--- src/rtl/mai_back_addr_gen.sv ---
// ---------------------------------------------------------------------------
// mai_back_addr_gen
//
// Upstream address generator for the background sprite stage. Converts the
// VGA scan position into the 16-bit background ROM address. The background
// image is shown 2x upscaled and scrolled horizontally by a per-frame camera
// state machine that slews the scroll offset toward a game-supplied target.
// Row addressing is incremental (one add of IMG_W every second line), so no
// multiplier is needed.
//
// Build option:
//   MAI_BACK_SCROLL_EN  defined   -> camera scroll FSM active
//                       undefined -> scroll fixed at MAX_SCROLL/2, pan HOLD,
//                                    cam_x/frame_start ignored
//
// Ports:
//   vga_clk      in   1   pixel clock, all state changes on posedge
//   reset        in   1   synchronous, active-high
//   DrawX        in  10   current column 0..799
//   DrawY        in  10   current line 0..524
//   frame_start  in   1   one-cycle pulse per frame (vertical blank)
//   cam_x        in   9   target scroll offset in image pixels
//   rom_address  out 16   background ROM address (1-cycle latency)
//   bg_active    out  1   pixel lies inside the background window
//   scroll_x     out  9   current scroll offset
//   pan_state    out  2   00 HOLD, 01 PAN_RIGHT, 10 PAN_LEFT
// ---------------------------------------------------------------------------
module mai_back_addr_gen #(
    parameter int IMG_W       = 384,
    parameter int IMG_H       = 160,
    parameter int VIEW_W      = 320,
    parameter int SCROLL_STEP = 4
) (
    input  logic        vga_clk,
    input  logic        reset,
    input  logic [9:0]  DrawX,
    input  logic [9:0]  DrawY,
    input  logic        frame_start,
    input  logic [8:0]  cam_x,
    output logic [15:0] rom_address,
    output logic        bg_active,
    output logic [8:0]  scroll_x,
    output logic [1:0]  pan_state
);

    localparam int         MAX_SCROLL   = IMG_W - VIEW_W;
    localparam logic [8:0] MAX_SCROLL_V = 9'(MAX_SCROLL);
    localparam logic [8:0] SCROLL_INIT  = 9'(MAX_SCROLL / 2);
    localparam logic [8:0] STEP_V       = 9'(SCROLL_STEP);
    localparam logic [15:0] ROW_STRIDE  = 16'(IMG_W);
    localparam logic [9:0] WIN_W        = 10'd640;
    localparam logic [9:0] WIN_H        = 10'(2 * IMG_H);

    typedef enum logic [1:0] {
        HOLD      = 2'b00,
        PAN_RIGHT = 2'b01,
        PAN_LEFT  = 2'b10
    } pan_state_e;

    logic [15:0] row_base_q;
    logic [15:0] row_base_d;
    logic [15:0] rom_address_q;
    logic        bg_active_q;
    logic [8:0]  scroll_q;
    pan_state_e  pan_q;
    logic        inWindow;
    logic [15:0] pixelAddr;

    // Row base steps by one image row every second screen line, since each
    // image row is shown twice. The value computed at DrawX == 0 is used
    // straight away so column 0 of a new line already addresses the new row.
    always_comb begin
        row_base_d = row_base_q;
        if (DrawX == 10'd0) begin
            if (DrawY == 10'd0) begin
                row_base_d = 16'd0;
            end else if (!DrawY[0] && (DrawY < WIN_H)) begin
                row_base_d = row_base_q + ROW_STRIDE;
            end
        end
    end

    // Window decode and pixel address; DrawX[9:1] undoes the 2x upscale.
    always_comb begin
        inWindow  = (DrawX < WIN_W) && (DrawY < WIN_H);
        pixelAddr = row_base_d + 16'(scroll_q) + 16'(DrawX[9:1]);
    end

    // Address pipeline register: outputs lag the scan position by one cycle.
    always_ff @(posedge vga_clk) begin
        if (reset) begin
            row_base_q    <= 16'd0;
            rom_address_q <= 16'd0;
            bg_active_q   <= 1'b0;
        end else begin
            row_base_q    <= row_base_d;
            rom_address_q <= inWindow ? pixelAddr : 16'd0;
            bg_active_q   <= inWindow;
        end
    end

`ifdef MAI_BACK_SCROLL_EN
    logic [8:0] target;
    logic [8:0] stepUp;
    logic [8:0] stepDown;
    logic [8:0] scroll_d;
    pan_state_e pan_d;

    // Next scroll offset: move toward the clamped target by at most one
    // step. Direction is re-decided every frame from the target alone, so a
    // reversal mid-pan simply flips direction and can never overshoot.
    always_comb begin
        target   = (cam_x > MAX_SCROLL_V) ? MAX_SCROLL_V : cam_x;
        stepUp   = ((target - scroll_q) > STEP_V) ? STEP_V : (target - scroll_q);
        stepDown = ((scroll_q - target) > STEP_V) ? STEP_V : (scroll_q - target);
        scroll_d = scroll_q;
        pan_d    = HOLD;
        if (target > scroll_q) begin
            scroll_d = scroll_q + stepUp;
            pan_d    = (scroll_d == target) ? HOLD : PAN_RIGHT;
        end else if (target < scroll_q) begin
            scroll_d = scroll_q - stepDown;
            pan_d    = (scroll_d == target) ? HOLD : PAN_LEFT;
        end
    end

    // Camera FSM: only advances on the frame_start pulse, so the offset is
    // constant across every visible frame.
    always_ff @(posedge vga_clk) begin
        if (reset) begin
            scroll_q <= SCROLL_INIT;
            pan_q    <= HOLD;
        end else if (frame_start) begin
            scroll_q <= scroll_d;
            pan_q    <= pan_d;
        end
    end
`else
    logic unusedScrollInputs;

    // Fixed camera: offset parked in the middle of the scroll range.
    assign scroll_q           = SCROLL_INIT;
    assign pan_q              = HOLD;
    assign unusedScrollInputs = frame_start ^ (^cam_x);
`endif

    assign rom_address = rom_address_q;
    assign bg_active   = bg_active_q;
    assign scroll_x    = scroll_q;
    assign pan_state   = pan_q;

endmodule

--- config.mk ---
export PLATFORM = sky130hd
export DESIGN_NAME = mai_back_addr_gen
export DESIGN_NICKNAME = d
export VERILOG_FILES = /design/src/rtl/mai_back_addr_gen.sv
export SDC_FILE = /design/constraint.sdc
export NUM_CORES = 1
export LEC_CHECK = 0
export BUFFER_PORTS_ARGS = -buffer_cell sky130_fd_sc_hd__buf_2
export CAP_MARGIN = 0
export CORE_MARGIN = 1
export CORE_UTILIZATION = 54
export CTS_CLUSTER_DIAMETER = 100
export DETAILED_ROUTE_END_ITERATION = 16
export GPL_TIMING_DRIVEN = 0
export PLACE_DENSITY_LB_ADDON = 0.12
export SLEW_MARGIN = 0
export SYNTH_ARGS = -nofsm -noshare
export SYNTH_HDL_FRONTEND = slang
export SYNTH_SLANG_ARGS = --single-unit
--- constraint.sdc ---
create_clock -name vga_clk -period 9.44 [get_ports vga_clk]
set_input_delay 0.472 -clock vga_clk [delete_from_list [all_inputs] [get_ports vga_clk]]
set_output_delay 0.472 -clock vga_clk [all_outputs]
set_load 0.05 [all_outputs]
==> impl_metrics.env <==
export IMPL_cts_sinks=33
export IMPL_first_pass_iters=4
export IMPL_criticalPathCategory="input port to register"
export IMPL_fin_cells=329
export IMPL_antenna_found_initial=0
export IMPL_syn_area_mm2=0.00201
export IMPL_path_cells="buf_2, nor4_4, and3_1, nand3_1, clkbuf_1, and2_1, ha_1, ha_1, inv_1, fa_1, nor2b_1, o31a_1, o31a_1, o21ai_1, or3_1, a21oi_1"
export IMPL_synthFlopType="dfxtp_1"
export IMPL_synth_top_area_share_pct=32.9
export IMPL_timing_critical_path_to="rom_address[13]"
export IMPL_dr_first_iter_drc_count=71
export IMPL_crit_start="DrawX[7]"
export IMPL_row_count=21
export IMPL_postCtsHoldBufs=0
export IMPL_detail_route_antenna_nets=0
export IMPL_wl_per_cell_um=12.4
export IMPL_hpwlAfterDp_um=3090
export IMPL_dieArea_mm2=0.00396
export IMPL_status="finished, final reports clean"
export IMPL_vias=1716
export IMPL_async_flop_share_pct=0
export IMPL_fin_crit_ps=3840
export IMPL_required_ps=9650
export IMPL_crit_family="simple AND/OR/NAND/NOR gates"
export IMPL_routed_wl_um=4070
export IMPL_yosys_top_cells_area="dfxtp_1, ha_1, nor3_1"
export IMPL_nets=334
export IMPL_synthTopCellsByCount="dfxtp_1, nor2_1, ha_1, nor3_1"
export IMPL_end_kind="register"
export IMPL_routabilityCongestion=0.876
export IMPL_register_area_um2=661
export IMPL_crit_slowest_cell="nor4_4"
export IMPL_netlist_top_cell_by_area="dfxtp_1"
export IMPL_cts_buffers=5
export IMPL_finalSetupTns_ps=0
export IMPL_cts_buffer_depth=2
export IMPL_max_stage_delay_ps=380
export IMPL_crit_arrival_ps=4040
export IMPL_layout_setup_ws_ps=5600
export IMPL_multiInputGateArea_mm2=0.00123
export IMPL_hold_viol=0
export IMPL_relSlewSlack_pct=65.5
export IMPL_path_max_fanout=10
export IMPL_synth_most_common_cell="dfxtp_1"
export IMPL_vdd_ir_drop_max_uv=70.1
export IMPL_fin_crit_sh_pct=40.6
export IMPL_rrSetupSlack_ps=6670
export IMPL_grt_usage_pct=22.0
export IMPL_initial_core_util_pct=58.3
export IMPL_drive_gt1_share_pct=23.0
export IMPL_ys_ff_latch=33
export IMPL_insertion_delay_ps=290
export IMPL_die_h_um=63.0
export IMPL_dpl_cell_area_mm2=0.00229
export IMPL_power_leakage_nw=1.10
export IMPL_grt_max_degree=11
export IMPL_reg2reg_from="row_base_q[1]"
export IMPL_grt_pass1_vias=1566
export IMPL_antenna_cells=0
export IMPL_setup_viol=0
export IMPL_power_density_mw_per_mm2=133
export IMPL_dp_cells=321
export IMPL_grt_pass1_wl_um=6790
export IMPL_post_cts_setup_buffer_count=0
export IMPL_synth_avg_cell_area_um2=8.80
export IMPL_max_freq_mhz=261
export IMPL_portBuffers=38
export IMPL_r2r_end="rom_address[13]"
export IMPL_ys_seq_area_share_pct=32.9
export IMPL_cts_clk_slew_worst_paths_ps=70
export IMPL_root_buffer="clkbuf_8"
export IMPL_design_area_mm2=0.00240
export IMPL_drc=0
export IMPL_cts_tree="yes"
export IMPL_rr_worst_depth=11
export IMPL_viasPerCell=5.22
export IMPL_min_path_type="input port to register"
export IMPL_area_growth_pct=19.8
export IMPL_cts_resized=0
export IMPL_synth_edff_count=0
export IMPL_overflow=0
export IMPL_cp_start_kind="input port"
export IMPL_worstMarginPinSlew_ps=517
export IMPL_ios=60
export IMPL_grt_setup_unrepaired="false"
export IMPL_fin_util_pct=69.9
export IMPL_path_depth=16
export IMPL_synth_distinct_cells=42
export IMPL_place_ws_ps=5350
export IMPL_cts_htree_levels=2
export IMPL_ys_warn_count=0
export IMPL_synth_cells=228
export IMPL_nFillCells=314
export IMPL_fin_skew_ps=5.94
export IMPL_core_area_mm2=0.00344
export IMPL_drv_cap=0
export IMPL_finalMaxSlewViolations=0
export IMPL_cp_num_buf_inv=3
export IMPL_die_w_um=63.0
==> power breakdown <==
group	internal, mW	switching, mW	total, mW
sequential	0.140	0.000241	0.141
combinational	0.0126	0.0266	0.0391
clock	0.0861	0.0536	0.140
total	0.239	0.0804	0.319
==> cell families (layout without fill, tap and decap cells) <==
kind of cell               after synthesis  in the layout  share of synthesized area [%]
muxes                                    4              4                           2.00
xor gates and xnor gates                 6              6                           2.62
buffers and inverters                   29             75                           7.67
other                                    2             11                          0.374
adders and majority gates               20             20                           12.8
and+or+nand+nor                         89             89                           25.9
AOI/OAI and AO/OA                       45             45                           15.6
DFF                                     33             33                           32.9
==> metal layers <==
| metal | vias to the layer above | GRT usage [%] | part of all wire, % |
|---|---|---|---|
| met2 | 58 | 35.2 | 43 |
| met5 | - | 0 | 0 |
| met3 | 7 | 4.38 | 5.8 |
| met4 | 0 | 10.5 | 2.0 |
| met1 | 759 | 28.1 | 49 |
| li1 | 892 | - | - |
==> sequential cells by signal, indices dropped and copies added, names as in the netlist, named ones only <==
signal	count
row_base_q	15
bg_active	1
rom_address	16
==> worst min path at each step <==
stage,startpoint,to,slack (ps),cells after the start
after floorplan,register,register,420,2
after global placement,register,register,440,2
after detailed placement,register,register,440,2
after CTS,reset,row_base_q[4],440,2
after global routing,register,register,470,2
final,reset,row_base_q[1],450,2
==> cell usage in the layout (no fill, tap or decap), types with 3 or more instances in the layout <==
cell type   n
buf_2      41
dfxtp_1    33
nor2_1     24
nor3_1     19
ha_1       19
o21a_1     11
buf_4      11
conb_1     11
inv_1      10
and2_1      8
nor2b_1     8
nand2_1     7
o21ai_0     7
clkbuf_1    6
o21ai_1     6
or3_1       6
clkbuf_8    6
xnor2_1     4
a211oi_1    4
mux2i_1     4
nor4_4      3
nor4_1      3
a21oi_1     3
o21bai_1    3
o31a_1      3
==> stage by stage <==
step                      hold slack [ps]  total power [mW]
after global placement                436             0.182
after detailed placement              444             0.183
final                                 447             0.319
after floorplan                       422             0.172
after global routing                  471             0.330
after CTS                             443             0.321
==> worst register-to-register path, delay by kind of cell, from the launching register on <==
family | cells | cell delay, ps
fa+ha+maj | 3 | 830
compound gates | 4 | 760
simple gates | 3 | 720
flops | 1 | 300
buf+inv | 1 | 60
==> cell type report <==
cell class,count,area share (%)
Clock buffer,7,3.59
Sequential cell,33,27.5
Tap cell,46,2.39
Timing Repair Buffer,38,7.91
Clock inverter,1,1.25
Inverter,10,1.56
Buffer,19,4.84
Multi-Input combinational cell,175,51.0
(Power assumes the default switching activity.)
